**src/rtl/ripple_carry_adder_16bit.sv**
```systemverilog
// Purpose: 16-bit ripple-carry adder with registered sum, carry-out, signed overflow and zero flags.
// Latency: 1 clk from operand sampling edge to registered result.
// Backpressure: none; a new operation is accepted on every rising clk.
module ripple_carry_adder_16bit #(
   parameter int WIDTH = 16
) (
   input  logic             clk,
   input  logic             rst,
   input  logic [WIDTH-1:0] in1,
   input  logic [WIDTH-1:0] in2,
   input  logic             c_in,
   output logic [WIDTH-1:0] sum,
   output logic             c_out,
   output logic             ovf,
   output logic             zero
);

   // carry_w[i] enters bit i; carry_w[WIDTH] leaves the MSB
   logic [WIDTH:0]   carry_w;
   logic [WIDTH-1:0] sum_d;
   logic             c_out_d;
   logic             ovf_d;
   logic             zero_d;

   logic [WIDTH-1:0] sum_q;
   logic             c_out_q;
   logic             ovf_q;
   logic             zero_q;

   assign carry_w[0] = c_in;

   // One full adder per bit; each stage waits on the carry of the stage below
   for (genvar i = 0; i < WIDTH; i++) begin : g_fa
      logic p_w;
      assign p_w          = in1[i] ^ in2[i];
      assign sum_d[i]     = p_w ^ carry_w[i];
      assign carry_w[i+1] = (in1[i] & in2[i]) | (carry_w[i] & p_w);
   end

   // Flags derived from the chain: overflow when carry into and out of the MSB disagree
   always_comb begin
      c_out_d = carry_w[WIDTH];
      ovf_d   = carry_w[WIDTH-1] ^ carry_w[WIDTH];
      zero_d  = (sum_d == '0);
   end

   // Result register; reset wins over the computation and discards that edge's operands
   always_ff @(posedge clk) begin
      if (rst) begin
         sum_q   <= '0;
         c_out_q <= 1'b0;
         ovf_q   <= 1'b0;
         zero_q  <= 1'b1;
      end else begin
         sum_q   <= sum_d;
         c_out_q <= c_out_d;
         ovf_q   <= ovf_d;
         zero_q  <= zero_d;
      end
   end

   assign sum   = sum_q;
   assign c_out = c_out_q;
   assign ovf   = ovf_q;
   assign zero  = zero_q;

endmodule

```
**config.mk**
```make
export PLATFORM = sky130hd
export DESIGN_NAME = ripple_carry_adder_16bit
export DESIGN_NICKNAME = d
export VERILOG_FILES = /design/src/rtl/ripple_carry_adder_16bit.sv
export SDC_FILE = /design/constraint.sdc
export NUM_CORES = 1
export LEC_CHECK = 0
export CELL_PAD_IN_SITES_DETAIL_PLACEMENT = 1
export CELL_PAD_IN_SITES_GLOBAL_PLACEMENT = 2
export CORE_UTILIZATION = 32
export DETAILED_ROUTE_END_ITERATION = 8
export DONT_BUFFER_PORTS = 1
export PLACE_DENSITY = 0.82
export SLEW_MARGIN = 20
export SYNTH_ARGS = -nofsm -noshare
export SYNTH_HDL_FRONTEND = slang
export SYNTH_SLANG_ARGS = --single-unit
```
**constraint.sdc**
```tcl
create_clock -name clk -period 6.4 [get_ports clk]
set_clock_uncertainty 0.05 [all_clocks]
set_input_delay 0.32 -clock clk [delete_from_list [all_inputs] [get_ports clk]]
set_output_delay 0.32 -clock clk [all_outputs]
set_load 0.03 [all_outputs]
```
; ---- After elaboration in Yosys (flattened, before gate mapping)
; Index checks and enable logic that the tools add are counted.
[op_classes]
n_reduce_logical = 1
bitwise = 81
[ops]
columns = cell, count
row1 = 1-bit bitwise XOR, 33
row2 = 1-bit bitwise AND, 32
row3 = 16-bit logical NOT, 1
row4 = 1-bit OR, 16
[totals]
out_inout_bits = 19
register_bits = 19

; ---- Depth between registers and ports, before layout
[logic_depth]
ltp_word = 34
depth_mapped = 23
mapped_depth_nobuf = 23

; ---- Least setup slack after synthesis
; OpenSTA, ideal clock, no wires.
[synth_timing]
path_type = in2reg
startpoint = in in1[0]
endpoint = reg zero_q (netlist: zero)
t_arrival_ns = 6.609
path_slack_ns = -0.375
path_buffers = 0
stages = 23
cell_sequence = inv_1 -> fa_1 -> inv_1 -> fa_1 -> fa_1 -> fa_1 -> fa_1 -> fa_1 -> fa_1 -> fa_1 -> fa_1 -> fa_1 -> fa_1 -> fa_1 -> inv_1 -> fa_1 -> inv_1 -> fa_1 -> fa_1 -> inv_1 -> fa_1 -> and4b_1 -> a41o_1
[synth_between]
elab_chain_cells = 33
elab_cells_between_ends = 49
[synth_rtl]
columns = element, line_no
row1 = from (decl), 9  ; input logic [WIDTH-1:0] in1,
row2 = 1-bit bitwise XOR, 35  ; assign p_w = in1[i] ^ in2[i];
row3 = 1-bit bitwise AND, 37  ; assign carry_w[i+1] = (in1[i] & in2[i]) | (carry_w[i] & p_w);
row4 = 1-bit OR, 37
row5 = 1-bit bitwise AND, 37
row6 = 1-bit OR, 37
row7 = 1-bit bitwise AND, 37
row8 = 1-bit OR, 37
row9 = 1-bit bitwise AND, 37
row10 = [... 17 more ...], -
row11 = 1-bit bitwise AND, 37
row12 = 1-bit OR, 37
row13 = 1-bit bitwise AND, 37
row14 = 1-bit OR, 37
row15 = 1-bit bitwise AND, 37
row16 = 1-bit OR, 37
row17 = 1-bit bitwise XOR, 36  ; assign sum_d[i] = p_w ^ carry_w[i];
row18 = 16-bit logical NOT (*), 44  ; zero_d = (sum_d == '0);
row19 = to (signal assigned), 58  ; zero_q <= zero_d;
row20 = to (decl), 28  ; logic zero_q;
; Every way passes the cells marked *; elsewhere a longest branch is shown, timed or not.
; A chain may end at the register's enable or synchronous reset.

; ---- Worst setup path in the final report
; Ends and elaborated chain as after synthesis.

==> metrics.cfg <==
[outcome]
status=finished clean

[sta]
rsz0062_at_grt=false
period_minus_slack_ns=6.20
hold_viol_final=0
maxSlewViolCount=0
slew_headroom_pct=78.9
period_share_pct=96.8
finalSetupViolations=0
worstMarginPinSlew_ns=0.316
max_freq_mhz=161
fin_setup_tns_ns=0

[final_layout]
final_nets=129
area_delta_synth_final_pct=12.2
final_layout_size_suffix_gt1_share_pct=26.0
final_common_cell=dfxtp_1
final_util_pct=37.8
final_cell_count_no_fill=108
diodes=0
fill_cells=300
final_cell_area_um2=1030
final_cell_mix=dfxtp_1 (19), fa_2 (12), inv_1 (11), nor2b_1 (8), nor2_1 (5)

[critical_path]
critPathKind=in2reg
crit_fanout=2
worstPathArrival_ns=6.35
crit_path_end_kind=flop
startpoint_type=input port
required_ns=6.55

[place]
post-place-cells=102
dp_hpwl_um=1390
placed_cell_area_um2=981
io_buffers=0
place.gp.congestion=0.712

[yosys]
synth_cell_types=13
synth.avg_cell_area_um2=13.0
synth_seq_cells=19
syn_area_um2=921
synth_seq_area_share_pct=41.3
yosys_warnings=0
syn_inst=71
synth_nets=122

[detailed_routing]
vias=501
first_pass_iters=3
drtIter0Drc=10
wl_per_cell_um=16.4
ant_nets=0
drc_errors=0
routed_wl_um=1770
viasPerCell=4.64

[global_routing]
grt_busiest_layer=met2
grt_pass1_vias=580
grt_pass1_wl_um=2760
grtUsageMet3_pct=4.19
grtUsageMet2_pct=19.6
antenna_found_initial=0
grt_max_degree=20
gr-total-overflow=0
grtUsageMet1_pct=13.9
grtUsageTotal_pct=12.0

[floorplan]
initial_core_util_pct=33.7
rows=19
core_area_um2=2730
dieArea_um2=3100
die-height_um=55.6
pin_count=54
die_w_um=55.6

[cts]
cts_max_path_buffers=2
post_cts_buffers=0
cts_root_buf=clkbuf_4
h-tree-depth=1
cts_buffers=3
cts_tree=done
clock_sinks=19
path_clk_slew_ns=0.12

[power_and_ir_drop]
p_sw_uw=98.0
comb_power_share_pct=19.3
switching_share_pct=34.4
pwr-share-seq_pct=59.0
vdd_ir_drop_max_uv=155
leakagePower_uw=0.000428
intPower_uw=187
p_clk_share_pct=21.7
power.density_nw_per_um2=276

[hold_path]
hp-class=in2reg

[job]
maxCapViolCount=0

-- power groups by stage --
stage                     combinational, µW  sequential (µW)  clock, µW
after floorplan                        42.3              170          0
after global placement                 52.0              171          0
after detailed placement               54.2              171          0
after CTS                              54.9              168       64.7
after global routing                   65.0              169       71.0
final                                  54.9              168       61.7
-- cells by family after synthesis --
group / Yosys count / synth area share [%]
DFF: 19 / 41.3
AOI/OAI and AO/OA: 1 / 1.09
adders and majority gates: 16 / 34.8
buffers and inverters: 12 / 5.71
xor gates and xnor gates: 1 / 0.951
and+or+nand+nor: 22 / 16.2
-- path summary, 6_finish.rpt --
kind	to	startpoint	depth (start not counted)	slack [ns]
max	zero	in1[0]	23	0.20
min	sum[13]	rst	1	0.03
-- layer usage --
metal / vias up / share of wire (%)
met2: 29 / 51
li1: 225 / -
met4: 0 / 1.5
met1: 245 / 40
met3: 2 / 7.5
met5: - / 0
-- registers in the layout, summed over array words and instances, names as in the netlist --
name   flops
c_out      1
ovf        1
sum       16
zero       1
-- worst max-delay path: stages --
cell and delay, ns:
inv_1 0.06, fa_1 0.18, inv_1 0.06, fa_2 0.35
fa_2 0.35, fa_2 0.34, fa_2 0.37, fa_2 0.36
fa_2 0.35, fa_2 0.35, fa_2 0.34, fa_2 0.34
fa_2 0.34, fa_1 0.37, inv_1 0.07, fa_1 0.15
inv_1 0.05, fa_2 0.34, fa_2 0.35, inv_1 0.07
fa_1 0.42, and4b_1 0.20, a41o_1 0.22
-- per-stage QoR --
stage	hold WS, ns	setup slack (ns)	power (µW)
6_report	0.0286	0.204	285
5_1_grt	0.00598	0.0222	305
4_1_cts	0.00995	0.0476	288
3_5_place_dp	0.342	-0.258	225
3_3_place_gp	0.340	-0.169	223
2_1_floorplan	0.342	0.0312	212
-- layout make-up --
class	instances	area [µm²]	share of cell area (%)
tap	31	38.8	3.75
clock inverter	1	5.00	0.484
clock buffer	3	22.5	2.18
multi-input combinational	40	518	50.1
inverter	11	41.3	4.00
timing repair buffer	3	27.5	2.66
sequential	19	380	36.8
-- Yosys cell counts --
master,number,share of area (%)
a41o_1,1,1.1
and2b_1,4,3.3
and2b_2,1,0.95
and4b_1,1,1.1
buf_6,1,1.2
dfxtp_1,19,41
fa_1,16,35
inv_1,11,4.5
nor2_1,5,2.0
nor2b_1,8,5.4
nor4_1,1,0.68
nor4_2,2,2.7
xor2_1,1,0.95
-- repair_timing --
action                                  4_1_cts  5_1_grt
endpoints found under the setup margin        0        1
hold buffers                                  0        2
resized for setup                             0        2
endpoints found under the hold margin         0        6
No activity file was read; power rests on OpenSTA's default activity.
